**src/rtl/alu_pkg.sv**
```systemverilog
// alu_pkg: shared ALU control codes, LEGv8 opcodes and sequencer state encoding
package alu_pkg;
  localparam logic [3:0] CTRL_AND = 4'b0000;
  localparam logic [3:0] CTRL_OR = 4'b0001;
  localparam logic [3:0] CTRL_ADD = 4'b0010;
  localparam logic [3:0] CTRL_SUB = 4'b0110;
  localparam logic [3:0] CTRL_PASSB = 4'b0111;
  localparam logic [10:0] OP_ADD = 11'b10001011000;
  localparam logic [10:0] OP_SUB = 11'b11001011000;
  localparam logic [10:0] OP_AND = 11'b10001010000;
  localparam logic [10:0] OP_ORR = 11'b10101010000;
  localparam logic [10:0] OP_LDUR = 11'b11111000010;
  localparam logic [10:0] OP_STUR = 11'b11111000000;
  localparam logic [7:0] OP_CBZ_PREFIX = 8'b10110100;
  typedef enum logic [1:0] {IDLE, EXEC, RESP} state_t;
endpackage

```
**src/rtl/alu_ctrl_decode.sv**
```systemverilog
// alu_ctrl_decode: combinational LEGv8 opcode to ALU control decode with illegal flag
module alu_ctrl_decode
  import alu_pkg::*;
(
  input  logic [10:0] Opcode,
  output logic [3:0]  AluCtrl,
  output logic        illegal
);
  logic is_cbz;
  assign is_cbz = Opcode[10:3] == OP_CBZ_PREFIX;
  always_comb begin
    AluCtrl = (Opcode == OP_ADD || Opcode == OP_LDUR || Opcode == OP_STUR) ? CTRL_ADD :
              (Opcode == OP_SUB) ? CTRL_SUB :
              (Opcode == OP_ORR) ? CTRL_OR :
              is_cbz ? CTRL_PASSB : CTRL_AND;
    illegal = !(Opcode == OP_ADD || Opcode == OP_SUB || Opcode == OP_AND || Opcode == OP_ORR ||
                Opcode == OP_LDUR || Opcode == OP_STUR || is_cbz);
  end
endmodule

```
**src/rtl/alu_op_sequencer.sv**
```systemverilog
// alu_op_sequencer: handshaked issue front-end driving the ALU and returning its result
module alu_op_sequencer
  import alu_pkg::*;
#(
  parameter int DATA_W = 64,
  parameter int CNT_W = 16
) (
  input  logic              CLK,
  input  logic              resetl,
  input  logic              op_valid,
  output logic              op_ready,
  input  logic [10:0]       Opcode,
  input  logic [DATA_W-1:0] OperandA,
  input  logic [DATA_W-1:0] OperandB,
  output logic [3:0]        AluCtrl,
  output logic [DATA_W-1:0] BusA,
  output logic [DATA_W-1:0] BusB,
  input  logic [DATA_W-1:0] BusW,
  input  logic              Zero,
  output logic              res_valid,
  input  logic              res_ready,
  output logic [DATA_W-1:0] Result,
  output logic              ResZero,
  output logic              Illegal,
  output logic [CNT_W-1:0]  op_count
);
  state_t state, next_state;
  logic [3:0] dec_ctrl;
  logic dec_illegal, accept;
  alu_ctrl_decode u_dec (.Opcode(Opcode), .AluCtrl(dec_ctrl), .illegal(dec_illegal));
  assign op_ready = resetl && state == IDLE;
  assign res_valid = state == RESP;
  assign accept = op_valid && op_ready;
  always_comb begin
    next_state = state == IDLE ? (accept ? (dec_illegal ? RESP : EXEC) : IDLE) :
                 state == EXEC ? RESP :
                 res_ready ? IDLE : RESP;
  end
  always_ff @(posedge CLK) begin
    if (!resetl) state <= IDLE;
    else state <= next_state;
  end
  always_ff @(posedge CLK) begin
    if (!resetl) begin
      AluCtrl <= CTRL_AND;
      BusA <= '0;
      BusB <= '0;
      Result <= '0;
      ResZero <= 1'b0;
      Illegal <= 1'b0;
      op_count <= '0;
    end else begin
      if (accept && !dec_illegal) begin
        AluCtrl <= dec_ctrl;
        BusA <= OperandA;
        BusB <= OperandB;
      end
      if (accept && dec_illegal) begin
        Illegal <= 1'b1;
        Result <= '0;
        ResZero <= 1'b0;
      end
      if (state == EXEC) begin
        Result <= BusW;
        ResZero <= Zero;
        Illegal <= 1'b0;
      end
      if (res_valid && res_ready) op_count <= op_count + CNT_W'(1);
    end
  end
endmodule

```
**config.mk**
```make
export PLATFORM = sky130hd
export DESIGN_NAME = alu_op_sequencer
export DESIGN_NICKNAME = d
export VERILOG_FILES = /design/src/rtl/alu_pkg.sv /design/src/rtl/alu_ctrl_decode.sv /design/src/rtl/alu_op_sequencer.sv
export SDC_FILE = /design/constraint.sdc
export NUM_CORES = 1
export LEC_CHECK = 0
export CORE_AREA = 2 2 166 168
export CTS_CLUSTER_SIZE = 24
export DETAILED_ROUTE_END_ITERATION = 7
export DIE_AREA = 0 0 168 170
export GPL_TIMING_DRIVEN = 0
export PLACE_DENSITY_LB_ADDON = 0.08
export SYNTH_ARGS = -nofsm -noshare
export SYNTH_HDL_FRONTEND = slang
export SYNTH_HIERARCHICAL = 1
export SYNTH_SLANG_ARGS = --single-unit
```
**constraint.sdc**
```tcl
create_clock -name CLK -period 3.18 [get_ports CLK]
set_input_delay 0.318 -clock CLK [delete_from_list [all_inputs] [get_ports CLK]]
set_output_delay 0.318 -clock CLK [all_outputs]
set_load 0.05 [all_outputs]
```
# ---- Word-level counts from Yosys, hierarchy flattened
# Index checks and enable logic that the tools add are counted.
dict set report word_totals {
  inputBits 208
  regBits 216
  out_inout_bits 216
}
dict set report op_classes {
  reduce_logical 17
  addsub 1
  eq_ne 9
  bitwise 1
  mux 13
}
# cell count
set op_table {}
lappend op_table {{64-bit two-way mux} 2}
lappend op_table {{11-bit == test (second input constant)} 6}
lappend op_table {{16-bit by 1-bit adder with 16-bit output (second input constant)} 1}
lappend op_table {{4-bit two-way mux} 3}
lappend op_table {{2-bit two-way mux} 5}
lappend op_table {{8-bit == test (second input constant)} 1}
lappend op_table {{1-bit logical OR} 8}
lappend op_table {{1-bit logical AND} 5}
lappend op_table {{3-bit two-way mux} 1}
lappend op_table {{2-bit by 1-bit == test with 1-bit output (second input constant)} 1}
lappend op_table {{2-bit == test (second input constant)} 1}
lappend op_table {{2-bit zero test} 1}
lappend op_table {{1-bit two-way mux} 2}
lappend op_table {{2-bit nonzero test} 1}
lappend op_table {{2-bit OR reduction} 1}
lappend op_table {{1-bit zero test} 1}
lappend op_table {{1-bit NOT} 1}

# ---- Longest topological paths before layout
dict set report logic_depth {
  word_depth 11
  ltp_mapped 10
  ltp_nobuf 8
}

# ---- Cells and area by module
# Netlist, hierarchy kept.
# mod area_each_um2 cells_per_inst n_inst seq_area_each_um2
set by_module_without_submodules {}
lappend by_module_without_submodules {alu_op_sequencer 7502.2 886 1 4324.1}
lappend by_module_without_submodules {alu_ctrl_decode 156.4 23 1 0.0}

# ---- Worst setup path after synthesis
# Ideal clock, no wire load.
dict set report synth_timing {
  path_type {input to register}
  start {in Opcode[1]}
  end {reg Result[14]}
  arrival_ns 2.254
  slack_ns 0.860
  path_stages 10
  setup_ns 0.066
  path_cell_list {or3b_4 > or3_1 > o21ai_2 > nor2_1 > and3_1 > o21ai_0 > clkbuf_1 > buf_2 > a22oi_1 > nor2_1}
}
dict set report synth_between {
  elab_chain_len 10
}
# element line
set synth_rtl {}
lappend synth_rtl {{start: declaration} alu_op_sequencer.sv:12} ;# input logic [10:0] Opcode,
lappend synth_rtl {{11-bit == test} alu_ctrl_decode.sv:16} ;# illegal = !(Opcode == OP_ADD || Opcode == OP_SUB || Opcode == OP_AND || Opcode == OP_ORR ||
lappend synth_rtl {{1-bit logical OR (4 in a row)} alu_ctrl_decode.sv:16}
lappend synth_rtl {{1-bit logical OR * (2 in a row)} alu_ctrl_decode.sv:17} ;# Opcode == OP_LDUR || Opcode == OP_STUR || is_cbz);
lappend synth_rtl {{1-bit zero test *} alu_ctrl_decode.sv:16}
lappend synth_rtl {{via dec_illegal} alu_op_sequencer.sv:29} ;# logic dec_illegal, accept;
lappend synth_rtl {{1-bit logical AND *} alu_op_sequencer.sv:58} ;# if (accept && dec_illegal) begin
lappend synth_rtl {{2-bit nonzero test (no source line) *} n/a}
lappend synth_rtl {{end signal: assignment} alu_op_sequencer.sv:64} ;# Result <= BusW;
lappend synth_rtl {{end: declaration} alu_op_sequencer.sv:22} ;# output logic [DATA_W-1:0] Result,
# Mark *: on every way through the listed nets, which the timed path passes. The rest lies on a longest branch.
# A chain may end at the register's enable or synchronous reset.

# ---- Final worst setup path
dict set report layout_timing {
  start {in Opcode[4]}
  end {reg Result[49]}
}
dict set report layout_between {
  elab_chain_len 10
}
# element line
set layout_rtl {}
lappend layout_rtl {{11-bit == test} alu_ctrl_decode.sv:16}
lappend layout_rtl {{1-bit logical OR (4 in a row)} alu_ctrl_decode.sv:16}
lappend layout_rtl {{1-bit logical OR} alu_ctrl_decode.sv:17}
lappend layout_rtl {{1-bit logical OR *} alu_ctrl_decode.sv:17}
lappend layout_rtl {{1-bit zero test *} alu_ctrl_decode.sv:16}
lappend layout_rtl {{via dec_illegal} alu_op_sequencer.sv:29}
lappend layout_rtl {{1-bit logical AND *} alu_op_sequencer.sv:58}
lappend layout_rtl {{2-bit nonzero test (no source line) *} n/a}
# Marks and branches as above.

==> qor.txt <==
DIE HEIGHT: 170 µm
Post-CTS Repair Setup Buffers: 0
largest net degree at the start of global routing: 13
Yosys cell types: 45
launch point of the worst reg-to-reg path: state[0]$_SDFF_PN0_
final hold viol count: 0
CTS tree: done
vias in the first global route: 7598
Synth top cells by count: nand2_1, dfxtp_1, a21oi_1, nor2_1, a22oi_1
delay-heaviest family, CP: buffers and inverters
slowest CP cell: clkbuf_1
Required @ worst endpoint: 3.63 ns
Worst Hold Class: primary input to flip-flop
PostCTS Resize Cnt: 0
drt wl/cell: 16.8 µm
synth top area cells: dfxtp_1, nand2_1, a21oi_1
Multi-input gate area: 0.00302 mm²
count leader, synth: nand2_1
Port-buffer cells: 423
Clk Tree Root Cell: clkbuf_16
WP buf/inv: 3
worst-path fanout max: 10
Initial Util: 28.7%
Top Metal Used: met4
DPL Wire Length: 21.6 mm
Met3 Routed Length: 2.43 mm
Pins Over Slew Limit: 0
Area Growth Syn to Fin: 71.7%
Nets: 1569
layout cells sized above 1: 5.52%
crit end category: flip-flop
Iteration-0 DRC Markers: 445
#FFs+latches synth: 216
die width: 168 µm
Cell Area, Synth: 0.00766 mm²
Synth top area share: 56.5%
total gr overflow: 0
Top FF cell, synth: dfxtp_1
RSZ-0062 raised after global routing: false
Worst-Skew Late Latency: 0.52 ns
post-route DRC violation count: 0
startpoint types: primary input
final worst slack: 0.320 ns
Routed met2 length: 14.1 mm
boundary pin count: 424
mean post-synth cell area: 8.43 µm²
first-pass GRT wire length: 43.6 mm
Register Area: 0.00432 mm²
core area: 0.0267 mm²
clk slew on worst S/H paths: 0.06 ns
maximum clock insertion buffer count: 3
LEAKAGE: 4.49 nW
hold buffers post-CTS: 0
initial antenna violation count: 3
Peak VDD IR: 0.000279 V
vias per inst: 4.53
die area: 0.0286 mm²
syn_nets: 1118
Crit path largest cell delay: 0.50 ns
Clock Skews: 0.00730 ns
CP most frequent cell: nor2_1
Synth Instances: 909
min-delay src: OperandA[0]
pwr/cell area: 453 mW/mm²
num rows: 60
minimum clock period: 2.86 ns
Crit Path Class: primary input to flip-flop
area leader, netlist: dfxtp_1
final wirelength: 28.8 mm
CP arrival: 3.31 ns
crit path cell chain: clkdlybuf4s50_1 > or3b_4 > or3_1 > o21ai_2 > nor2_1 > and3_1 > o21ai_0 > clkbuf_1 > buf_2 > a22oi_1 > nor2_1
Max Cap Violations: 0
Clock Sinks: 216
worst-margin pin slew: 0.794 ns
pre-CTS setup slack: -0.290 ns
asr flop ratio synth: 0%
Final GP Congestion: 0.768
status: complete, no violations
Fillers: 2613
Post-synth EDFFs: 0
Critical Path Source: Opcode[4]
fin crit share: 89.9%
Routed met1 length: 11.7 mm
YS warnings: 6
vias: 7795
relative slew slack: 47.0%
CTS H-tree depth: 1
DR pass1 iterations: 5
sequential fraction of the synthesis area: 56.5%
CTS Buf Count: 26
Power Total: 5.95 mW
endpoints failing setup: 0
ANT nets after route: 0
fmax: 350 MHz
Total GRT Usage: 19.2%
## worst reg2reg max path, delay by kind of cell (launching register included)
family	cells	cell delay, ns
AO/OA/AOI/OAI	1	0.17
buffers and inverters	2	0.96
flip-flops	1	0.43
AND/OR/NAND/NOR	2	0.40
## metrics by stage
stage | cells | util [%] | setup TNS, ns | instance area, µm² | hold slack, ns
final | 1721 | 49.3 | 0 | 13100 | 0.342
after global routing | 1721 | 49.3 | 0 | 13100 | 0.335
after CTS | 1718 | 49.3 | 0 | 13100 | 0.324
after detailed placement | 1673 | 46.2 | -10.74 | 12300 | 0.445
after global placement | 1673 | 46.2 | -11.12 | 12300 | 0.441
after floorplan | 909 | - | 0 | 7660 | 0.436
## worst paths after layout
check,to,slack (ns),depth (start not counted)
worst max register to register,Result[29]$_SDFFE_PN0P_,1.15,5
worst min register to register,BusB[62]$_SDFFE_PN0P_,0.45,2
worst min-delay path,BusA[0]$_SDFFE_PN0P_,0.34,3
worst max-delay path,Result[49]$_SDFFE_PN0P_,0.32,11
## cells by family (layout without fill, tap and decap cells)
family | Yosys count | count (layout) | synth area share (%)
fa+ha+maj | 1 | 1 | 0.163
other cells | 1 | 4 | 0.0490
simple gates | 396 | 396 | 21.4
xor+xnor | 9 | 9 | 1.03
flops | 216 | 216 | 56.5
buf+inv | 70 | 538 | 4.17
mux | 3 | 3 | 0.392
compound gates | 213 | 213 | 16.3
## registers in the layout, indices dropped and copies added (netlist names)
| register | count |
|---|---|
| BusB | 64 |
| state | 2 |
| op_count | 16 |
| Result | 64 |
| ResZero | 1 |
| AluCtrl | 4 |
| BusA | 64 |
| Illegal | 1 |
## metal layers
layer / vias up / GRT usage [%]
met3: 41 / 6.23
met2: 276 / 34.3
li1: 3929 / -
met1: 3549 / 22.2
met4: 0 / 5.10
met5: - / 0
## layout make-up
cell class	count	area share [%]
diodes	3	0.0571
well taps	341	3.25
flip-flops and latches	216	32.9
clock buffers	39	6.01
inverters	3	0.0856
clock inverters	6	0.228
multi-input cells	623	22.9
plain buffers	67	2.34
repair buffers	423	32.2
## placed cells by master (no fill, tap or decap), drive strengths merged, types with 6 or more instances in the layout
cell type,Yosys,final
nand2,272,272
o21ai,6,6
nand3,7,7
a21oi,136,136
clkdlybuf4s50,0,423
clkbuf,38,77
a22oi,65,65
dfxtp,216,216
clkinv,1,7
buf,29,29
nor2,79,79
## power by group
part	leakage, nW	internal, mW	switching, mW	total, mW
combinational	2.33	0.254	0.149	0.404
sequential	1.74	2.71	0.00368	2.72
clock	0.412	1.70	1.13	2.83
total	4.49	4.66	1.29	5.95
Note: power is estimated with default switching activity, not from simulation.
